File: src/rtl/eth_rx_hdr_parser.sv
// Ethernet RX header parser: strips the 14-byte header and re-aligns payload to byte 0.
// Define ETH_RX_HDR_PARSER_STATS_EN to build the frame/runt statistics counters.
module eth_rx_hdr_parser #(
  parameter int DATA_W     = 256,
  parameter int PADBYTES_W = $clog2(DATA_W/8)
) (
  input  logic                  clk,
  input  logic                  rst,
  input  logic                  mac_engine_rx_val,
  output logic                  engine_mac_rx_rdy,
  input  logic [DATA_W-1:0]     mac_engine_rx_data,
  input  logic                  mac_engine_rx_last,
  input  logic [PADBYTES_W-1:0] mac_engine_rx_padbytes,
  output logic                  eth_hdr_val,
  input  logic                  eth_hdr_rdy,
  output logic [47:0]           eth_dst_mac,
  output logic [47:0]           eth_src_mac,
  output logic [15:0]           eth_type,
  output logic                  eth_data_val,
  input  logic                  eth_data_rdy,
  output logic [DATA_W-1:0]     eth_data,
  output logic                  eth_data_last,
  output logic [PADBYTES_W-1:0] eth_data_padbytes,
  output logic [31:0]           stat_frame_cnt,
  output logic [31:0]           stat_runt_cnt
);
  localparam int B      = DATA_W/8;
  localparam int HDR_W  = 112;
  localparam int HOLD_W = DATA_W - HDR_W;
  localparam int VW     = PADBYTES_W + 1;

  typedef enum logic [1:0] {HDR, PAYLOAD, FLUSH} state_t;

  state_t                state, state_nxt;
  logic [HOLD_W-1:0]     hold;
  logic [PADBYTES_W-1:0] tail, tail_nxt;
  logic [VW-1:0]         v;
  logic                  short_last, hdr_load, hold_load;

  assign v          = mac_engine_rx_last ? VW'(B) - VW'(mac_engine_rx_padbytes) : VW'(B);
  assign short_last = mac_engine_rx_last && (v <= VW'(14));

  always_comb begin
    state_nxt         = state;
    tail_nxt          = tail;
    hdr_load          = 1'b0;
    hold_load         = 1'b0;
    engine_mac_rx_rdy = 1'b0;
    eth_data_val      = 1'b0;
    eth_data          = '0;
    eth_data_last     = 1'b0;
    eth_data_padbytes = '0;
    unique case (state)
      HDR: begin
        engine_mac_rx_rdy = ~eth_hdr_val | eth_hdr_rdy;
        if (mac_engine_rx_val && engine_mac_rx_rdy && !short_last) begin
          hdr_load  = 1'b1;
          hold_load = 1'b1;
          if (mac_engine_rx_last) begin
            state_nxt = FLUSH;
            tail_nxt  = PADBYTES_W'(v - VW'(14));
          end else begin
            state_nxt = PAYLOAD;
          end
        end
      end
      PAYLOAD: begin
        // output beat = 18 held bytes of the previous beat + first 14 bytes of this one
        eth_data_val      = mac_engine_rx_val;
        eth_data          = {hold, mac_engine_rx_data[DATA_W-1 -: HDR_W]};
        engine_mac_rx_rdy = eth_data_rdy;
        if (short_last) begin
          eth_data_last     = 1'b1;
          eth_data_padbytes = PADBYTES_W'(VW'(14) - v);
        end
        if (mac_engine_rx_val && eth_data_rdy) begin
          if (short_last) begin
            state_nxt = HDR;
          end else begin
            hold_load = 1'b1;
            if (mac_engine_rx_last) begin
              state_nxt = FLUSH;
              tail_nxt  = PADBYTES_W'(v - VW'(14));
            end
          end
        end
      end
      FLUSH: begin
        eth_data_val      = 1'b1;
        eth_data          = {hold, {HDR_W{1'b0}}};
        eth_data_last     = 1'b1;
        eth_data_padbytes = PADBYTES_W'(VW'(B) - VW'(tail));
        if (eth_data_rdy) state_nxt = HDR;
      end
      default: state_nxt = HDR;
    endcase
  end

  always_ff @(posedge clk) begin
    if (rst) begin
      state       <= HDR;
      tail        <= '0;
      hold        <= '0;
      eth_hdr_val <= 1'b0;
      eth_dst_mac <= '0;
      eth_src_mac <= '0;
      eth_type    <= '0;
    end else begin
      state <= state_nxt;
      tail  <= tail_nxt;
      if (hold_load) hold <= mac_engine_rx_data[HOLD_W-1:0];
      // a new first beat may reload the header in the cycle the old one is dequeued
      if (hdr_load) begin
        eth_hdr_val <= 1'b1;
        eth_dst_mac <= mac_engine_rx_data[DATA_W-1  -: 48];
        eth_src_mac <= mac_engine_rx_data[DATA_W-49 -: 48];
        eth_type    <= mac_engine_rx_data[DATA_W-97 -: 16];
      end else if (eth_hdr_val && eth_hdr_rdy) begin
        eth_hdr_val <= 1'b0;
        eth_dst_mac <= '0;
        eth_src_mac <= '0;
        eth_type    <= '0;
      end
    end
  end

`ifdef ETH_RX_HDR_PARSER_STATS_EN
  logic runt_drop;
  logic [31:0] frame_cnt, runt_cnt;

  assign runt_drop = (state == HDR) && mac_engine_rx_val && engine_mac_rx_rdy && short_last;

  always_ff @(posedge clk) begin
    if (rst) begin
      frame_cnt <= '0;
      runt_cnt  <= '0;
    end else begin
      if (hdr_load)  frame_cnt <= frame_cnt + 32'd1;
      if (runt_drop) runt_cnt  <= runt_cnt + 32'd1;
    end
  end

  assign stat_frame_cnt = frame_cnt;
  assign stat_runt_cnt  = runt_cnt;
`else
  assign stat_frame_cnt = '0;
  assign stat_runt_cnt  = '0;
`endif

endmodule

File: config.mk
export PLATFORM = sky130hd
export DESIGN_NAME = eth_rx_hdr_parser
export DESIGN_NICKNAME = d
export VERILOG_FILES = /design/src/rtl/eth_rx_hdr_parser.sv
export SDC_FILE = /design/constraint.sdc
export NUM_CORES = 1
export LEC_CHECK = 0
export ABC_AREA = 1
export CELL_PAD_IN_SITES_DETAIL_PLACEMENT = 0
export CELL_PAD_IN_SITES_GLOBAL_PLACEMENT = 1
export CORE_AREA = 3 3 273 275
export CTS_CLUSTER_DIAMETER = 150
export CTS_CLUSTER_SIZE = 12
export DETAILED_ROUTE_END_ITERATION = 8
export DIE_AREA = 0 0 276 278
export GPL_TIMING_DRIVEN = 0
export PLACE_DENSITY = 0.66
export SETUP_SLACK_MARGIN = 0.3
export SLEW_MARGIN = 30
export SYNTH_ARGS = -nofsm -noshare
export SYNTH_HDL_FRONTEND = slang
export SYNTH_SLANG_ARGS = --single-unit
File: constraint.sdc
create_clock -name clk -period 2.86 [get_ports clk]
set_input_delay 0.858 -clock clk [delete_from_list [all_inputs] [get_ports clk]]
set_output_delay 0.858 -clock clk [all_outputs]
set_load 0.005 [all_outputs]
==> reports/qor.yml <==
route:
  dr.first_iter.drc_count: 611
  drc_errors: 0
  wl_per_cell_microns: 19.8
  drtPass1Iterations: 5
  wl_met1_microns: 26800
  dr_wl_met2_microns: 37800
  top_layer: "met5"
  route.met3.wl_microns: 6160
  wl_microns: 73600
  ant_nets: 0
  num_vias: 14600
  routed_via_density: 3.93
cts:
  cts_sinks: 264
  insertion_delay_ns: 0.56
  htree_levels: 1
  cts_root_buf: "clkbuf_16"
  cts_tree: "built"
  cts_buffers: 25
  clock_path_buffers: 3
  cts.clk_slew.worst_paths_ns: 0.07
timing:
  setup_viol: 248
  hold-worst-slack_ns: 0.461
  rsz0062_at_grt: "true"
  worst_pin_slew_ns: 0.706
  report.final.slew_viol_count: 0
  hold_viol: 0
  min_period_ns: 3.14
  setup_slack_ns: -0.280
  maxSlewHeadroom_pct: 52.9
  clock_skew_ns: 0.00985
  fin_crit_sh_pct: 110
  max_freq_mhz: 318
placement:
  numPortBuffers: 641
  place_congestion: 0.880
  post_dp_cell_area_sq_mm: 0.0203
  dp_hpwl_microns: 57700
power_and_ir_drop:
  p_leak_nw: 10.6
  ir_drop_mv: 0.410
  power_density_mw_per_mm2: 790
  total_power_mw: 18.7
yosys:
  ys_warn_count: 0
  async_reset_ff_share_pct: 0
  ys_ff_latch: 264
  netlist.area_leader.share_pct: 42.7
  syn-instance-count: 1869
  ys.flop_type: "dfxtp_1"
  netlist_area_sq_mm: 0.0124
  synth_area_leaders: "dfxtp_1, nor2_1, inv_1, nand2_1, a21oi_1"
  yosysSeqAreaShare_pct: 42.7
  avgSynthCellArea_sq_um: 6.62
  synth_cell_type_count: 33
  synth_edf_count: 0
  synth_top_cell_by_area: "dfxtp_1"
job:
  cap_violations: 0
critical_path:
  cp-end-kind: "output pin"
  criticalPathCategory: "reg2out"
  r2r_cells: 23
  r2r_end: "tail[3]"
  rrSetupSlack_ns: 0.10
  path_max_fanout: 7
  rr_startpoint: "state[1]"
  worstPathArrival_ns: 2.28
  start_kind: "flop"
  required_ns: 2.00
global_routing:
  overflow: 0
  antenna_found_initial: 37
  grt_usage_pct: 18.0
  grt_pass1_wl_microns: 102000
  grt_pass1_vias: 14600
  grt_max_degree: 13
outcome:
  failed_checks: "negative setup slack"
  outcome: "finished, violations left"
floorplan:
  fp-row-count: 99
  initial_core_util_pct: 17.0
  die_area_sq_mm: 0.0767
  io_pins: 708
  fp.dieH_microns: 278
  core_sq_mm: 0.0726
  die_x_microns: 276
cells_and_area:
  final_core_util_pct: 32.5
  area_growth_pct: 90.9
  drive_above_1_share_pct: 29.4
  final_nets: 3023
  stdcell_area_sq_mm: 0.0236
min_path:
  min_to: "eth_type[13]"
  hold_class: "reg2reg"
  whs_path_depth: 2
  min-delay-start: "eth_type[13]"
## synthesized netlist by cell type (all sizes together), types with 2 or more instances
library cell	n
a21oi	121
nor2	566
nand2	264
clkbuf	68
nor3	2
ha	8
buf	108
nand3b	2
inv	289
o22ai	2
nand3	11
o21ai	147
nand4	9
dfxtp	264
xor2	2
## registers in the layout (all words and copies together) (netlist names)
register	count
state	2
eth_type	16
eth_src_mac	48
eth_dst_mac	48
tail	5
eth_hdr_val	1
hold	144
## layout make-up
class                      count  area (sq um)
fill                        7999         49000
timing repair buffer         789          7400
multi-input combinational   1203          6290
sequential                   264          5290
buffer                       176          1650
tap                          959          1200
inverter                     289          1110
clock buffer                  25           626
antenna                       15          37.5
clock inverter                 1          8.76
## where the power goes
part           leakage (nW)  total (mW)  internal [mW]  switching, mW
Clock                 0.313        3.08           1.54           1.54
Sequential             2.17        4.99           4.54          0.448
Combinational          8.12        10.6           5.11           5.47
## placed cells by master, fill, tap and decap left out, types with 8 or more instances in the layout
master and instances:
nand2_1 251, nor2_1 358, dlygate4sd2_1 29, clkdlybuf4s50_1 370
o21ai_0 115, clkbuf_2 17, clkbuf_1 44, nor2_2 108
o21ai_1 30, buf_8 23, nand4_1 8, buf_4 126
conb_1 64, buf_12 23, a21oi_1 118, inv_2 8
diode_2 15, nor2_4 100, buf_6 129, clkbuf_16 50
inv_1 274, dfxtp_1 262, buf_2 169
## worst max-delay path, stage by stage (launching register included)
cell and delay (ns):
dfxtp_2 0.35, inv_4 0.05, ha_4 0.31, o21ai_4 0.07
buf_12 0.15, clkbuf_16 0.18, buf_12 0.13, buf_12 0.14
buf_12 0.13, nor2_4 0.07, buf_2 0.12
## repair_timing
action	in CTS	in global routing
pin swaps	34	26
gates resized for setup	1326	269
gates cloned	12	3
hold buffers	0	0
setup buffers	107	26
endpoints found under the setup margin	525	460
## through the flow
stage	setup WS, ns	std cells	setup TNS [ns]
global placement	-1.61	3532	-404.46
global route	-0.376	3719	-58.72
finish	-0.280	3721	-33.17
floorplan	0.111	1932	0
detailed placement	-1.61	3532	-402.70
CTS	-0.366	3677	-43.85
## metal layers
metal / vias to the layer above / global-route usage, %
met5: - / 0
met4: 14 / 7.92
met3: 118 / 6.18
met2: 586 / 32.9
met1: 6658 / 18.5
li1: 7231 / -
## cells by family (layout without fill, tap and decap cells)
family | Yosys count | count (layout) | synth area share [%]
adder cells (fa/ha/maj) | 8 | 8 | 0.809
flip-flops | 264 | 264 | 42.7
buffers and inverters | 465 | 1280 | 17.7
AND/OR/NAND/NOR | 855 | 855 | 27.4
XOR/XNOR | 3 | 3 | 0.212
AO/OA/AOI/OAI | 273 | 273 | 11.1
other | 1 | 79 | 0.0303
## worst max path at each step
stage	slack (ns)	endpoint	cells after the start	startpoint
after floorplan	0.11	eth_data_padbytes[4]	8	mac_engine_rx_last
after global placement	-1.61	eth_data[205]	8	state[1]
after detailed placement	-1.61	eth_data[205]	8	state[1]
after CTS	-0.37	eth_data[165]	7	state[0]
after global routing	-0.38	eth_data[113]	10	state[0]
final	-0.28	eth_data[156]	10	state[0]
Power figures use the tool's default switching activity.
